File: config.mk
export PLATFORM = sky130hd
export DESIGN_NAME = cache_membus_bridge
export DESIGN_NICKNAME = d
export VERILOG_FILES = /design/src/rtl/cache_membus_bridge_pkg.sv /design/src/rtl/mem_byte_lane_merge.sv /design/src/rtl/cache_membus_bridge.sv
export SDC_FILE = /design/constraint.sdc
export NUM_CORES = 1
export LEC_CHECK = 0
export CORE_UTILIZATION = 45
export DETAILED_ROUTE_END_ITERATION = 6
export PLACE_DENSITY = 0.82
export SLEW_MARGIN = 10
export SYNTH_ARGS = -nofsm -noshare
export SYNTH_HDL_FRONTEND = slang
export SYNTH_SLANG_ARGS = --single-unit
export TNS_END_PERCENT = 10
File: constraint.sdc
create_clock -name clk -period 3.9 [get_ports clk]
set_input_delay 0.78 -clock clk [delete_from_list [all_inputs] [get_ports clk]]
set_output_delay 0.78 -clock clk [all_outputs]
set_load 0.005 [all_outputs]
File: src/rtl/cache_membus_bridge_pkg.sv
// Shared memory-interface types for the cache-to-membus bridge: access sizes,
// fault types, bridge FSM states and the alignment rule.
package cache_membus_bridge_pkg;

  typedef enum logic [1:0] {
    SIZE_B = 2'd0,
    SIZE_H = 2'd1,
    SIZE_W = 2'd2,
    SIZE_D = 2'd3
  } MemSize;

  typedef enum logic {
    FE_NONE         = 1'b0,
    FE_ACCESS_FAULT = 1'b1
  } FaultTy;

  typedef enum logic [2:0] {
    IDLE     = 3'd0,
    ISSUE_RD = 3'd1,
    WAIT_RD  = 3'd2,
    ISSUE_WR = 3'd3,
    WAIT_WR  = 3'd4,
    RESP     = 3'd5
  } BridgeState;

  // Doublewords are never supported on a 32-bit bus, so they always fault.
  function automatic logic is_aligned(input MemSize size, input logic [1:0] offset);
    logic ok;
    case (size)
      SIZE_B:  ok = 1'b1;
      SIZE_H:  ok = ~offset[0];
      SIZE_W:  ok = (offset == 2'b00);
      default: ok = 1'b0;
    endcase
    return ok;
  endfunction

endpackage

File: src/rtl/mem_byte_lane_merge.sv
// Combinational byte-lane helper: inserts store data into a bus word and
// extracts right-aligned, zero-extended load data from it.
module mem_byte_lane_merge
  import cache_membus_bridge_pkg::*;
(
  input  logic [31:0] old_word,
  input  logic [31:0] new_data,
  input  logic [1:0]  size,
  input  logic [1:0]  offset,
  output logic [31:0] merged,
  output logic [31:0] load_data
);

  logic [4:0]  shamt;
  logic [31:0] lane_mask;

  assign shamt = {offset, 3'b000};

  always_comb begin
    case (MemSize'(size))
      SIZE_B:  lane_mask = 32'h0000_00FF;
      SIZE_H:  lane_mask = 32'h0000_FFFF;
      default: lane_mask = 32'hFFFF_FFFF;
    endcase
  end

  assign merged    = (old_word & ~(lane_mask << shamt)) | ((new_data & lane_mask) << shamt);
  assign load_data = (old_word >> shamt) & lane_mask;

endmodule

File: src/rtl/cache_membus_bridge.sv
// Bridge from sized, byte-addressed cache requests to a word-wide memory bus,
// with read-modify-write for sub-word stores and alignment fault detection.
module cache_membus_bridge
  import cache_membus_bridge_pkg::*;
#(
  parameter bit CHECK_RESP_ADDR = 1'b1
) (
  input  logic        clk,
  input  logic        rst_n,
  input  logic        creq_valid,
  output logic        creq_ready,
  input  logic [31:0] creq_addr,
  input  logic        creq_wen,
  input  logic [31:0] creq_wdata,
  input  logic [1:0]  creq_wmask,
  output logic        cresp_valid,
  output logic        cresp_error,
  output logic        cresp_errty,
  output logic [31:0] cresp_rdata,
  output logic        mreq_valid,
  input  logic        mreq_ready,
  output logic [31:0] mreq_addr,
  output logic        mreq_wen,
  output logic [31:0] mreq_wdata,
  input  logic        mresp_valid,
  input  logic        mresp_error,
  input  logic [31:0] mresp_addr,
  input  logic [31:0] mresp_rdata
);

  BridgeState  state_q, state_d;
  logic [31:0] addr_q, wdata_q, rdata_q;
  logic [1:0]  size_q;
  logic        wen_q, err_q;
  logic [31:0] word_addr, merged, load_data;
  logic        req_ok, resp_hit;

  assign word_addr = {addr_q[31:2], 2'b00};
  assign req_ok    = is_aligned(MemSize'(creq_wmask), creq_addr[1:0]);
  assign resp_hit  = mresp_valid && (!CHECK_RESP_ADDR || (mresp_addr == word_addr));

  mem_byte_lane_merge u_lane_merge (
    .old_word  (mresp_rdata),
    .new_data  (wdata_q),
    .size      (size_q),
    .offset    (addr_q[1:0]),
    .merged    (merged),
    .load_data (load_data)
  );

  always_ff @(posedge clk or negedge rst_n) begin
    if (!rst_n) state_q <= IDLE;
    else        state_q <= state_d;
  end

  // Datapath registers are never observed outside the states that load them,
  // so they carry no reset; every output below is gated by state.
  always_ff @(posedge clk) begin
    case (state_q)
      IDLE: if (creq_valid) begin
        addr_q  <= creq_addr;
        wen_q   <= creq_wen;
        wdata_q <= creq_wdata;
        size_q  <= creq_wmask;
        err_q   <= ~req_ok;
        rdata_q <= '0;
      end
      WAIT_RD: if (resp_hit) begin
        if (mresp_error) err_q   <= 1'b1;
        else if (!wen_q) rdata_q <= load_data;
        else             wdata_q <= merged;
      end
      WAIT_WR: if (resp_hit) err_q <= mresp_error;
      default: ;
    endcase
  end

  always_comb begin
    state_d     = state_q;
    creq_ready  = 1'b0;
    cresp_valid = 1'b0;
    cresp_error = 1'b0;
    cresp_errty = FE_NONE;
    cresp_rdata = '0;
    mreq_valid  = 1'b0;
    mreq_addr   = '0;
    mreq_wen    = 1'b0;
    mreq_wdata  = '0;
    case (state_q)
      IDLE: begin
        creq_ready = 1'b1;
        if (creq_valid) begin
          if (!req_ok)                                      state_d = RESP;
          else if (creq_wen && (creq_wmask == SIZE_W)) state_d = ISSUE_WR;
          else                                              state_d = ISSUE_RD;
        end
      end
      ISSUE_RD: begin
        mreq_valid = 1'b1;
        mreq_addr  = word_addr;
        if (mreq_ready) state_d = WAIT_RD;
      end
      WAIT_RD: begin
        if (resp_hit) state_d = (mresp_error || !wen_q) ? RESP : ISSUE_WR;
      end
      ISSUE_WR: begin
        mreq_valid = 1'b1;
        mreq_addr  = word_addr;
        mreq_wen   = 1'b1;
        mreq_wdata = wdata_q;
        if (mreq_ready) state_d = WAIT_WR;
      end
      WAIT_WR: begin
        if (resp_hit) state_d = RESP;
      end
      RESP: begin
        cresp_valid = 1'b1;
        cresp_error = err_q;
        cresp_errty = err_q ? FE_ACCESS_FAULT : FE_NONE;
        cresp_rdata = rdata_q;
        state_d     = IDLE;
      end
      default: state_d = IDLE;
    endcase
  end

endmodule

==> Yosys cells after proc, flatten, opt, wreduce, memory -nomap -nowiden <==
Cells that the tools add are included.
{ "totals": {"ff_bits": 103, "latch_bits": 0, "ram_bits": 0, "mem_bits_ro": 0, "input_bits": 137, "out_inout_bits": 102, "word_cells": 87, "n_memories": 0} }
{ "classes": {"n_addsub": 0, "multipliers": 0, "n_div": 0, "order_cmp": 0, "eq_ne": 18, "shift": 3, "muxes": 36, "n_bitwise": 7, "reduce_logical": 16} }
{ "ops": {"columns": ["op", "count"], "rows": [
  ["$mux W32", 11],
  ["$pmux W32 S2", 3],
  ["$and A32 B32 Y32", 3],
  ["$shl A32 B5 Y32", 2],
  ["$eq A32 B32 Y1", 1],
  ["$not A32 Y32", 1],
  ["$or A32 B32 Y32", 1],
  ["$shr A32 B5 Y32", 1],
  ["$mux W3", 7],
  ["$reduce_and A5 Y1", 4],
  ["$ne A2 B2 Y1 const B", 9],
  ["$pmux W3 S5", 1],
  ["$mux W1", 11],
  ["$eq A3 B2 Y1 const B", 2],
  ["$eq A3 B3 Y1 const B", 2],
  ["$logic_not A2 Y1", 3],
  ["$pmux W1 S3", 2],
  ["$eq A2 B1 Y1 const B", 2],
  ["$eq A3 B1 Y1 const B", 1],
  ["$logic_not A3 Y1", 1],
  ["$reduce_bool A3 Y1", 1],
  ["$eq A2 B2 Y1 const B", 1],
  ["$logic_and A1 B1 Y1", 2],
  ["$mux W2", 1],
  ["other kinds (6)", 7]
]} }

==> Depth between registers and ports, before layout <==
{ "logic_depth": {"word_depth": 10, "ltp_mapped": 7, "depth_no_buf": 5} }

==> Modules after synthesis <==
A second synthesis with hierarchy kept.
{ "unflattened": {"hier_cells": 583, "area_unflattened_um2": 6515.0} }
{ "modules_own_cells": {"columns": ["module", "n_inst", "cells_each", "area_per_inst_um2"], "rows": [
  ["cache_membus_bridge", 1, 393, 5096.1],
  ["mem_byte_lane_merge", 1, 190, 1418.9]
]} }

==> Worst setup path after synthesis <==
OpenSTA, ideal clock, no wires.
{ "synth_path": {"path_kind": "input -> register", "from": "input port mresp_addr[13]", "to": "register wdata_q[0], enable pin", "setup_ns": 0.430, "arrival_time_ns": 3.131, "setup_slack_ns": 0.339, "stages": 5, "n_path_buf": 0, "path_cell_list": "xnor2_1 -> nand4_1 -> nor4_4 -> nand4_2 -> a21boi_1"} }
{ "synth_via": {"elab_chain_len": 4} }
{ "synth_rtl": {"columns": ["item", "line_no", "source"], "rows": [
  ["from (decl)", "cache_membus_bridge.sv:27", "input logic [31:0] mresp_addr,"],
  ["$eq A32 B32 Y1", "cache_membus_bridge.sv:40", "assign resp_hit = mresp_valid && (!CHECK_RESP_ADDR || (mresp_addr == word_addr));"],
  ["$logic_and A1 B1 Y1", "cache_membus_bridge.sv:40", null],
  ["$ne A2 B2 Y1 (no line)", null, null],
  ["$reduce_and A5 Y1 (no line)", null, null],
  ["to (signal assigned)", "cache_membus_bridge.sv:63", "wdata_q <= creq_wdata;"],
  ["to (signal assigned)", "cache_membus_bridge.sv:71", "else wdata_q <= merged;"],
  ["to (decl)", "cache_membus_bridge.sv:32", "logic [31:0] addr_q, wdata_q, rdata_q;"]
]} }
Every way passes these cells.
A chain may end at the register's enable or synchronous reset.

==> Worst setup path in the final report <==
{ "layout_path": {"from": "register state_q[2]", "to": "output port cresp_error"} }
{ "layout_via": {"elab_chain_len": 2} }
{ "layout_rtl": {"columns": ["item", "line_no", "source"], "rows": [
  ["from (decl)", "cache_membus_bridge.sv:31", "BridgeState state_q, state_d;"],
  ["from (signal assigned)", "cache_membus_bridge.sv:53", "else state_q <= state_d;"],
  ["$eq A3 B3 Y1", "cache_membus_bridge.sv:89", "case (state_q)"],
  ["$mux W1", "cache_membus_bridge.sv:89", null],
  ["to (decl)", "cache_membus_bridge.sv:17", "output logic cresp_error,"]
]} }
Every way passes these cells.

==> results.yml <==
global_routing:
  grt_overflow: 0
  grt_max_degree: 45
  antenna_found_initial: 0
  first_global_vias: 5426
  grt_use_total_pct: 27.98
  grt_pass1_wl_um: 29900
worst_setup_path:
  cp_cell_sequence: "and3_1 > and2_1 > clkdlybuf4s50_1"
  reg2reg_slack_ns: 1.43
  cp_max_fo: 34
  r2r-end: "wdata_q[11]"
  crit_arrival_ns: 2.62
  slowest_delay_ns: 0.83
  worstPathRequired_ns: 3.12
  start_kind: "flop"
  rr_startpoint: "state_q[0]"
  cp_slowest_cell: "and3_1"
  setup.worst_path.end_class: "output port"
  cp-endpoint: "cresp_error"
  crit_type: "flop to output port"
  startpoint: "state_q[2]"
  reg2reg_depth: 5
power_and_ir_drop:
  switching_power_w: 0.001219
  p_comb_share_pct: 36.8
  clkPwrFrac_pct: 23.0
  finalPower_w: 0.003665
  sw_frac_of_total_pct: 33.25
  p_seq_share_pct: 40.3
  p_leak_nw: 3.201
  p_int_w: 0.002446
  power.density_nw_per_um2: 413.6
  ir_worst_vdd_mv: 0.3332
clock_tree:
  hold_buffers: 0
  clkTransAtPathRegs_ns: 0.07
  cts_made_buffers: 9
  cts_num_sinks: 103
  cts.repair.resized: 0
  cts_max_level: 3
  post_cts_buffers: 0
  cts_buffer_depth: 2
  cts_tree: "yes"
  clock-root-buffer: "clkbuf_16"
  clk_latency_ns: 0.35
sta:
  fmax_mhz: 293.8
  skew_ns: 0.006844
  hold_ws_ns: 0.6205
  setup_tns_ns: 0
  max-slew-margin-rel_pct: 40.48
  rsz0062_at_grt: "false"
  finalSetupViolations: 0
  fin_crit_sh_pct: 87.27
  setup_ws_ns: 0.4965
  slew_viol_final: 0
  hold_viol: 0
  worst_pin_slew_ns: 0.8929
  layout_min_cycle_time_ns: 3.404
synthesis:
  synth_top_family_by_area: "simple AND/OR/NAND/NOR gates"
  synth-edff-count: 100
  synth_cell_types: 53
  synthMuxAreaShare_pct: 5.361
  synth-seq-cells: 103
  synthAdderAreaFrac_pct: 0
  synthXorXnorAreaFrac_pct: 4.265
  netlist_instances: 589
  avgSynthCellArea_sq_um: 10.46
  synth_compound_area_share_pct: 12.67
  ys_seq_area_share_pct: 49.96
  syn-cell-area_sq_um: 6161
  ys_warn_count: 0
  synthFlopType: "edfxtp_1"
  yosys.area_share.simple_pct: 23.07
  synthArstFlopShare_pct: 2.913
floorplanning:
  initial_utilization_pct: 46.34
  fp.dieH_um: 119.0
  dieArea_sq_um: 14160
  die_w_um: 119.0
  coreArea_sq_um: 13300
  ios: 239
  fp-row-count: 42
place:
  dp.cells: 964
  portBuffers: 236
  dp_slack_ns: 0.6882
  place.gp.congestion: 0.9522
  hpwl_um: 14760
finish:
  multi_input_area_sq_um: 2833
  area_growth_pct: 43.83
  antenna_cells: 0
  nets: 936
  seqCellArea_sq_um: 3078
  fillers: 1069
  drive_gt1_share_pct: 5.100
  layoutNonFillerInstCount: 980
detailed_routing:
  ant_nets: 0
  drt_iter0_drc: 495
  vias: 5442
  routed_wl_um: 19430
  vias_per_cell: 5.553
  drc: 0
  drt_pre_antenna_iters: 5
  detail_route.wl_per_cell_um: 19.82
min_path:
  hp-class: "input port to asynchronous set/reset pin"
run:
  max-cap-violations: 0
run_status:
  outcome: "finished clean"
-- flip-flops by register name, indices dropped and copies added (netlist names) --
register and count:
rdata_q 32, size_q 2, wen_q 1, addr_q 32
wdata_q 32, state_q 3, err_q 1
-- worst min path at each step --
stage                              to  slack, ns  cells after the start         from
after floorplan            state_q[0]       0.48                      0        rst_n
after global placement    wdata_q[20]       0.67                      2  wdata_q[12]
after detailed placement  wdata_q[20]       0.66                      2  wdata_q[12]
after CTS                  state_q[2]       0.61                      1        rst_n
after global routing       state_q[1]       0.61                      1        rst_n
final                      state_q[1]       0.62                      1        rst_n
-- cell usage after synthesis, types with 2 or more instances --
| cell | count | area share, % |
|---|---|---|
| and3_1 | 33 | 3.4 |
| a211oi_1 | 17 | 2.1 |
| xnor2_1 | 28 | 4.0 |
| buf_6 | 4 | 0.73 |
| nand2b_1 | 12 | 1.2 |
| clkbuf_1 | 16 | 0.97 |
| o21ai_1 | 15 | 1.2 |
| dfrtp_1 | 3 | 1.2 |
| or2_1 | 2 | 0.20 |
| nand3_1 | 3 | 0.24 |
| mux2i_1 | 33 | 5.4 |
| a221o_1 | 8 | 1.3 |
| a21oi_1 | 35 | 2.8 |
| o22ai_1 | 2 | 0.20 |
| o21ai_0 | 11 | 0.89 |
| nor2b_1 | 10 | 1.0 |
| nor2_1 | 53 | 3.2 |
| nand4_1 | 6 | 0.61 |
| nand2_1 | 31 | 1.9 |
| nand3b_1 | 8 | 0.97 |
| a31oi_1 | 8 | 0.81 |
| edfxtp_1 | 100 | 49 |
| nor2_4 | 2 | 0.37 |
| o21a_1 | 3 | 0.37 |
| inv_1 | 3 | 0.18 |
| buf_4 | 7 | 0.85 |
| xor2_1 | 2 | 0.28 |
| buf_2 | 23 | 1.9 |
| and2_1 | 72 | 7.3 |
| a221oi_2 | 3 | 0.73 |
| nor3_1 | 10 | 0.81 |
| a221oi_1 | 5 | 0.71 |
-- cells in the final DEF, fill, tap and decap left out, types with 2 or more instances in the layout --
master	n
buf_4	12
nor2_1	53
edfxtp_1	100
o21ai_0	11
and2_1	72
nand4_1	6
nand3_1	3
conb_1	2
a211oi_1	17
xnor2_1	28
clkinv_1	2
dfrtp_1	3
nor2_4	2
nand2_1	31
a221o_1	8
a21oi_1	35
o21ai_1	15
a31oi_1	8
nor3_1	10
a221oi_2	3
and3_1	33
o22ai_1	2
clkdlybuf4s50_1	236
xor2_1	2
inv_1	3
mux2i_1	33
clkbuf_16	9
o21a_1	3
a221oi_1	5
nand2b_1	11
nand3b_1	8
or2_1	2
clkinv_4	2
nor2b_1	9
-- per-stage QoR --
stage	util, %	cell area [sq um]
floorplan	-	6165
global placement	64.64	8594
detailed placement	64.64	8594
CTS	66.65	8861
global route	66.65	8861
finish	66.65	8861
-- power by group through the flow --
| stage | clock, W | sequential [W] | combinational, W |
|---|---|---|---|
| after floorplan | 0 | 0.00146 | 0.000865 |
| after CTS | 0.000847 | 0.00147 | 0.00135 |
| final | 0.000841 | 0.00148 | 0.00135 |
| after global placement | 0 | 0.00149 | 0.00131 |
| after detailed placement | 0 | 0.00150 | 0.00133 |
| after global routing | 0.000894 | 0.00148 | 0.00148 |
-- cells by family after synthesis --
family / after synthesis
simple gates: 251
other cells: 1
flops: 103
buf+inv: 53
xor+xnor: 30
compound gates: 118
mux: 33
-- routing by layer --
layer / up-vias / GRT usage, % / share of wire [%]
met1: 2605 / 34.48 / 40
met5: - / 0 / 0
met4: 0 / 13.92 / 4.1
met2: 235 / 47.13 / 50
li1: 2548 / - / -
met3: 54 / 4.933 / 5.9
-- critical path, delay by kind of cell, from the launching register on --
family,cells,cell delay [ns]
buffers and inverters,1,0.51
flip-flops,1,0.65
AND/OR/NAND/NOR,2,1.11
-- final cells by class --
cell class,count,share of cell area (%)
Multi-Input combinational cell,434,31.97
Tap cell,176,2.485
Clock inverter,6,0.4236
Inverter,3,0.1271
Clock buffer,10,2.584
Sequential cell,103,34.74
Timing Repair Buffer,248,27.68
Power figures use the tool's default switching activity.
